File: src/rtl/morse_message_sequencer.sv
// Buffers ASCII characters in a small FIFO and hands them one at a time, Morse-encoded,
// to a Morse_to_Signal symbol generator, inserting inter-character and inter-word gaps.
module morse_message_sequencer #(
  parameter int unsigned UNIT_CYCLES    = 50_000_000,
  parameter int unsigned DEPTH          = 16,
  parameter int unsigned CHAR_GAP_UNITS = 3,
  parameter int unsigned WORD_GAP_UNITS = 7
) (
  input  logic       i_Clock,
  input  logic       i_Rst_L,
  input  logic       i_Char_Valid,
  input  logic [7:0] i_Char,
  output logic       o_Char_Ready,
  input  logic       i_Abort,
  output logic       o_Start,
  output logic [4:0] o_Morse_Pattern,
  output logic [2:0] o_Morse_Length,
  input  logic       i_Done,
  output logic       o_Busy,
  output logic       o_Err
);

  localparam int unsigned AW        = $clog2(DEPTH);
  localparam int unsigned CntW      = $clog2(WORD_GAP_UNITS * UNIT_CYCLES + 1);
  localparam int unsigned WordExtra = (WORD_GAP_UNITS - CHAR_GAP_UNITS) * UNIT_CYCLES;

  localparam logic [CntW-1:0] CharGapLoad = CntW'(CHAR_GAP_UNITS * UNIT_CYCLES);
  // The FETCH cycle that pops a space counts as the first cycle of its word-gap extension.
  localparam logic [CntW-1:0] WordGapLoad = CntW'(WordExtra - 1);
  localparam logic [CntW-1:0] CntOne      = CntW'(1);
  localparam logic [AW:0]     PtrOne      = (AW + 1)'(1);

  typedef enum logic [2:0] {StIdle, StFetch, StStart, StWaitDone, StGap} state_e;

  state_e          state_q;
  logic [CntW-1:0] cnt_q;
  logic            start_q, err_q, done_q, abort_q;
  logic [4:0]      pattern_q;
  logic [2:0]      length_q;

  // Character FIFO
  logic [7:0]  mem_q [DEPTH];
  logic [AW:0] wr_ptr_q, wr_ptr_d, rd_ptr_q, rd_ptr_d;
  logic        full_q, full_d, empty_q, empty_d;
  logic        push, pop;
  logic [7:0]  fifo_head;

  assign push      = i_Char_Valid && !full_q && !i_Abort;
  assign pop       = (state_q == StFetch) && !empty_q && !i_Abort;
  assign fifo_head = mem_q[rd_ptr_q[AW-1:0]];

  always_comb begin
    wr_ptr_d = wr_ptr_q;
    rd_ptr_d = rd_ptr_q;
    if (i_Abort) begin
      wr_ptr_d = '0;
      rd_ptr_d = '0;
    end else begin
      if (push) wr_ptr_d = wr_ptr_q + PtrOne;
      if (pop)  rd_ptr_d = rd_ptr_q + PtrOne;
    end
    empty_d = (wr_ptr_d == rd_ptr_d);
    full_d  = (wr_ptr_d[AW] != rd_ptr_d[AW]) && (wr_ptr_d[AW-1:0] == rd_ptr_d[AW-1:0]);
  end

  always_ff @(posedge i_Clock or negedge i_Rst_L) begin
    if (!i_Rst_L) begin
      wr_ptr_q <= '0;
      rd_ptr_q <= '0;
      full_q   <= 1'b0;
      empty_q  <= 1'b1;
    end else begin
      wr_ptr_q <= wr_ptr_d;
      rd_ptr_q <= rd_ptr_d;
      full_q   <= full_d;
      empty_q  <= empty_d;
    end
  end

  always_ff @(posedge i_Clock) begin
    if (push) mem_q[wr_ptr_q[AW-1:0]] <= i_Char;
  end

  // Encoder: bit i of the pattern is symbol i, 1 = dash
  logic [7:0] up_char;
  logic       enc_valid, is_space;
  logic [4:0] enc_pat;
  logic [2:0] enc_len;

  assign is_space = (fifo_head == 8'h20);

  always_comb begin
    up_char = fifo_head;
    if (fifo_head >= "a" && fifo_head <= "z") up_char = fifo_head - 8'h20;
    enc_valid = 1'b1;
    enc_pat   = '0;
    enc_len   = '0;
    case (up_char)
      "A": {enc_pat, enc_len} = {5'b00010, 3'd2};
      "B": {enc_pat, enc_len} = {5'b00001, 3'd4};
      "C": {enc_pat, enc_len} = {5'b00101, 3'd4};
      "D": {enc_pat, enc_len} = {5'b00001, 3'd3};
      "E": {enc_pat, enc_len} = {5'b00000, 3'd1};
      "F": {enc_pat, enc_len} = {5'b00100, 3'd4};
      "G": {enc_pat, enc_len} = {5'b00011, 3'd3};
      "H": {enc_pat, enc_len} = {5'b00000, 3'd4};
      "I": {enc_pat, enc_len} = {5'b00000, 3'd2};
      "J": {enc_pat, enc_len} = {5'b01110, 3'd4};
      "K": {enc_pat, enc_len} = {5'b00101, 3'd3};
      "L": {enc_pat, enc_len} = {5'b00010, 3'd4};
      "M": {enc_pat, enc_len} = {5'b00011, 3'd2};
      "N": {enc_pat, enc_len} = {5'b00001, 3'd2};
      "O": {enc_pat, enc_len} = {5'b00111, 3'd3};
      "P": {enc_pat, enc_len} = {5'b00110, 3'd4};
      "Q": {enc_pat, enc_len} = {5'b01011, 3'd4};
      "R": {enc_pat, enc_len} = {5'b00010, 3'd3};
      "S": {enc_pat, enc_len} = {5'b00000, 3'd3};
      "T": {enc_pat, enc_len} = {5'b00001, 3'd1};
      "U": {enc_pat, enc_len} = {5'b00100, 3'd3};
      "V": {enc_pat, enc_len} = {5'b01000, 3'd4};
      "W": {enc_pat, enc_len} = {5'b00110, 3'd3};
      "X": {enc_pat, enc_len} = {5'b01001, 3'd4};
      "Y": {enc_pat, enc_len} = {5'b01101, 3'd4};
      "Z": {enc_pat, enc_len} = {5'b00011, 3'd4};
      "0": {enc_pat, enc_len} = {5'b11111, 3'd5};
      "1": {enc_pat, enc_len} = {5'b11110, 3'd5};
      "2": {enc_pat, enc_len} = {5'b11100, 3'd5};
      "3": {enc_pat, enc_len} = {5'b11000, 3'd5};
      "4": {enc_pat, enc_len} = {5'b10000, 3'd5};
      "5": {enc_pat, enc_len} = {5'b00000, 3'd5};
      "6": {enc_pat, enc_len} = {5'b00001, 3'd5};
      "7": {enc_pat, enc_len} = {5'b00011, 3'd5};
      "8": {enc_pat, enc_len} = {5'b00111, 3'd5};
      "9": {enc_pat, enc_len} = {5'b01111, 3'd5};
      default: enc_valid = 1'b0;
    endcase
  end

  logic done_rise;
  assign done_rise = i_Done && !done_q;

  always_ff @(posedge i_Clock or negedge i_Rst_L) begin
    if (!i_Rst_L) begin
      state_q   <= StIdle;
      cnt_q     <= '0;
      start_q   <= 1'b0;
      err_q     <= 1'b0;
      done_q    <= 1'b0;
      abort_q   <= 1'b0;
      pattern_q <= '0;
      length_q  <= '0;
    end else begin
      start_q <= 1'b0;
      err_q   <= 1'b0;
      done_q  <= i_Done;
      case (state_q)
        StIdle: begin
          if (!empty_q && !i_Abort) state_q <= StFetch;
        end
        StFetch: begin
          if (i_Abort) begin
            state_q <= StIdle;
          end else if (enc_valid) begin
            pattern_q <= enc_pat;
            length_q  <= enc_len;
            start_q   <= 1'b1;
            state_q   <= StStart;
          end else if (is_space) begin
            if (WordExtra > 1) begin
              cnt_q   <= WordGapLoad;
              state_q <= StGap;
            end else begin
              state_q <= empty_d ? StIdle : StFetch;
            end
          end else begin
            err_q   <= 1'b1;
            state_q <= empty_d ? StIdle : StFetch;
          end
        end
        StStart: begin
          if (i_Abort) abort_q <= 1'b1;
          state_q <= StWaitDone;
        end
        StWaitDone: begin
          // An abort here is remembered so the symbol finishes but no gap follows.
          if (done_rise) begin
            abort_q <= 1'b0;
            if (abort_q || i_Abort) begin
              state_q <= StIdle;
            end else begin
              cnt_q   <= CharGapLoad;
              state_q <= StGap;
            end
          end else if (i_Abort) begin
            abort_q <= 1'b1;
          end
        end
        StGap: begin
          if (i_Abort) begin
            cnt_q   <= '0;
            state_q <= StIdle;
          end else if (cnt_q <= CntOne) begin
            cnt_q   <= '0;
            state_q <= empty_q ? StIdle : StFetch;
          end else begin
            cnt_q <= cnt_q - CntOne;
          end
        end
        default: state_q <= StIdle;
      endcase
    end
  end

  assign o_Char_Ready    = !full_q;
  assign o_Start         = start_q;
  assign o_Morse_Pattern = pattern_q;
  assign o_Morse_Length  = length_q;
  assign o_Busy          = (state_q != StIdle);
  assign o_Err           = err_q;

endmodule

File: config.mk
export PLATFORM = sky130hd
export DESIGN_NAME = morse_message_sequencer
export DESIGN_NICKNAME = d
export VERILOG_FILES = /design/src/rtl/morse_message_sequencer.sv
export SDC_FILE = /design/constraint.sdc
export NUM_CORES = 1
export LEC_CHECK = 0
export ABC_AREA = 1
export CORE_MARGIN = 4
export CORE_UTILIZATION = 40
export CTS_CLUSTER_DIAMETER = 60
export DETAILED_ROUTE_END_ITERATION = 7
export GPL_TIMING_DRIVEN = 0
export PLACE_DENSITY = 0.65
export SETUP_SLACK_MARGIN = 0.1
export SYNTH_ARGS = -nofsm -noshare
export SYNTH_HDL_FRONTEND = slang
export SYNTH_SLANG_ARGS = --single-unit
File: constraint.sdc
create_clock -name i_Clock -period 3.7 [get_ports i_Clock]
set_input_delay 0.555 -clock i_Clock [delete_from_list [all_inputs] [get_ports i_Clock]]
set_output_delay 0.555 -clock i_Clock [all_outputs]
set_load 0.02 [all_outputs]
==> impl_metrics.toml <==
[synth]
syn-cell-area_mm2 = 0.009316
synth.distinct_cells = 38
ys_warn_count = 0
ys_seq_elements = 184
syn_inst = 1058
syn_nets = 1080
synth_seq_area_share_pct = 56.31
avgSynthCellArea_um2 = 8.806

[worst_setup_path]
reg2reg_depth = 21
path_common_cell = "nand2_1"
max_stage_delay_ps = 520
crit_buf_inv = 4
slowest_stage = "clkbuf_1"
crit_cells = 21
startpoint = "rd_ptr_q[1]"
worstReg2RegStart = "rd_ptr_q[1]"
criticalPathCategory = "register to register"
end_kind = "register"
path_delay_family = "simple AND/OR/NAND/NOR gates"
cp.arrival_ps = 3620
required_ps = 4030
path_max_fanout = 10
startpoint_type = "register"
crit_path_cell_trace = "clkbuf_1, nor2_1, o21ai_0, nand2_1, nand2_1, nand2_1, inv_1, nand2_2, inv_1, ha_1, nand4_1, nand3_2, nor2_4, o211ai_1, nand2_1, nor2_1, nand2_2, nand2_2, buf_6, nand2_1, o21ai_1"

[pwr]
power_mw = 6.012
p_leak_nw = 4.567
power_density_mw_per_mm2 = 565.5
ir_drop_uv = 341.5

[sta]
finalSetupViolations = 0
slew_headroom_pct = 25.20
fin_ws_ps = 413.6
rsz0062_at_grt = "false"
period_needed_ps = 3286
slew_violations = 0
finalClockSkew_ps = 16.36
worst_hold_slack_ps = 42.83
hold_viol_final = 0
finalSetupTns_ps = 0
max_freq_ghz = 0.3043
fin_crit_sh_pct = 88.82
worst_pin_slew_ps = 1118

[cells_and_area]
layout_common_cells = "nand2_1, nor2_1, inv_1"
final_common_cell = "nand2_1"
final_net_count = 1130
n_antenna_cell = 0
area_growth_syn_to_layout_pct = 14.11
postLayoutCoreUtil_pct = 46.67
drive_above_1_share_pct = 8.921

[floorplan]
start_util_pct = 40.90
core_mm2 = 0.02278
std_cell_rows = 55
die_x_um = 160.6
die_area_mm2 = 0.02580
fp.dieH_um = 160.6
io_pins = 25

[drt]
dr_total_vias = 7269
drt-initial-drc-count = 625
vias_per_cell = 5.069
wl_um = 22810
firstDrtPassIters = 7
drc = 0
ant_nets = 0
wire_per_inst_um = 15.91

[global_route]
grt_overflow = 0
grt_pass1_wl_um = 37380
grt_max_degree = 40
grt_pass1_vias = 7171
track_usage_pct = 18.22
antenna_found_initial = 0

[clock_network]
root_buffer = "clkbuf_16"
post-cts-setup-buffer-count = 0
insertion_delay_ps = 440
cts.clk_slew.worst_paths_ps = 80
cts_sinks = 184
cts_tree = "yes"
cts_made_buffers = 17
htree_levels = 4
cts_buffer_depth = 2

[place]
place_ws_ps = 205.0
gp_congestion = 0.8950
hpwl_um = 15600
portBuffers = 23

[outcome]
status = "completed"

[job]
cap_viol_max_count = 0

[hold_path]
min_path_type = "input pin to asynchronous set/reset pin"
## through the flow
step                      cells  cell area [um^2]
after floorplan            1058              9316
after global placement     1394              9938
after detailed placement   1402             10050
after CTS                  1434             10630
after global routing       1434             10630
final                      1434             10630
## power breakdown
part	switching, mW	internal, mW
logic	1.14	0.572
registers	0.140	2.37
clock network	0.881	0.904
total	2.16	3.85
## timing repair
action                     4_1_cts  5_1_grt
resized for setup                0        7
setup endpoints to repair        0       19
hold endpoints to repair         0        0
hold buffers                     0        0
## cell usage after synthesis, drive strengths merged
master,n,share of area (%)
a211oi,2,0.16
a21oi,15,0.81
a22oi,1,0.081
a31oi,1,0.067
and3,1,0.067
buf,20,1.7
clkbuf,11,0.44
clkinv,6,0.24
dfrtp,55,15
dfstp,1,0.28
edfxtp,128,41
ha,9,1.2
inv,138,5.6
nand2,275,11
nand3,80,4.5
nand3b,1,0.081
nand4,12,0.81
nor2,142,6.2
nor3,26,1.4
nor3b,1,0.081
nor4,8,0.54
o211ai,5,0.40
o21a,4,0.32
o21ai,75,4.0
o22ai,4,0.27
o31ai,1,0.081
o41ai,2,0.19
or2,1,0.067
xnor2,6,0.56
xor2,27,2.5
## sequential cells by signal, summed over array words and instances (netlist names)
| signal | cells |
|---|---|
| wr_ptr_q | 5 |
| o_Start | 1 |
| o_Err | 1 |
| abort_q | 1 |
| o_Morse_Length | 3 |
| rd_ptr_q | 5 |
| mem_q | 128 |
| state_q | 3 |
| done_q | 1 |
| full_q | 1 |
| empty_q | 1 |
| cnt_q | 29 |
| o_Morse_Pattern | 5 |
## final timing paths
kind                                      endpoint  slack [ps]
worst min register to register           cnt_q[26]         480
worst max-delay path            o_Morse_Pattern[3]         410
min in group i_Clock                     cnt_q[26]         480
worst max register to register  o_Morse_Pattern[3]         410
max in group asynchronous                cnt_q[22]        3080
worst min-delay path            o_Morse_Pattern[1]          40
## layer usage
metal	routed length (um)	vias to the layer above	GRT usage, %
li1	-	3558	-
met1	9998	3457	24.16
met2	10990	220	30.16
met3	1426	34	3.618
met4	393	0	5.944
met5	0	-	0
## final cells by class
type,count,area (um^2)
plain buffers,31,201.4
clock buffers,18,429.2
clock inverters,14,148.9
fillers,2092,12150
inverters,144,540.5
multi-input cells,699,3369
flip-flops and latches,184,5246
well taps,313,391.6
repair buffers,31,304.0
## cell families (layout without fill, tap and decap cells)
| logic type | Yosys count | in the layout | synth area share [%] |
|---|---|---|---|
| simple gates | 547 | 547 | 25.07 |
| buf+inv | 175 | 238 | 7.897 |
| fa+ha+maj | 9 | 9 | 1.209 |
| xor+xnor | 33 | 33 | 3.102 |
| compound gates | 110 | 110 | 6.406 |
| flops | 184 | 184 | 56.31 |
(Power assumes the default switching activity.)
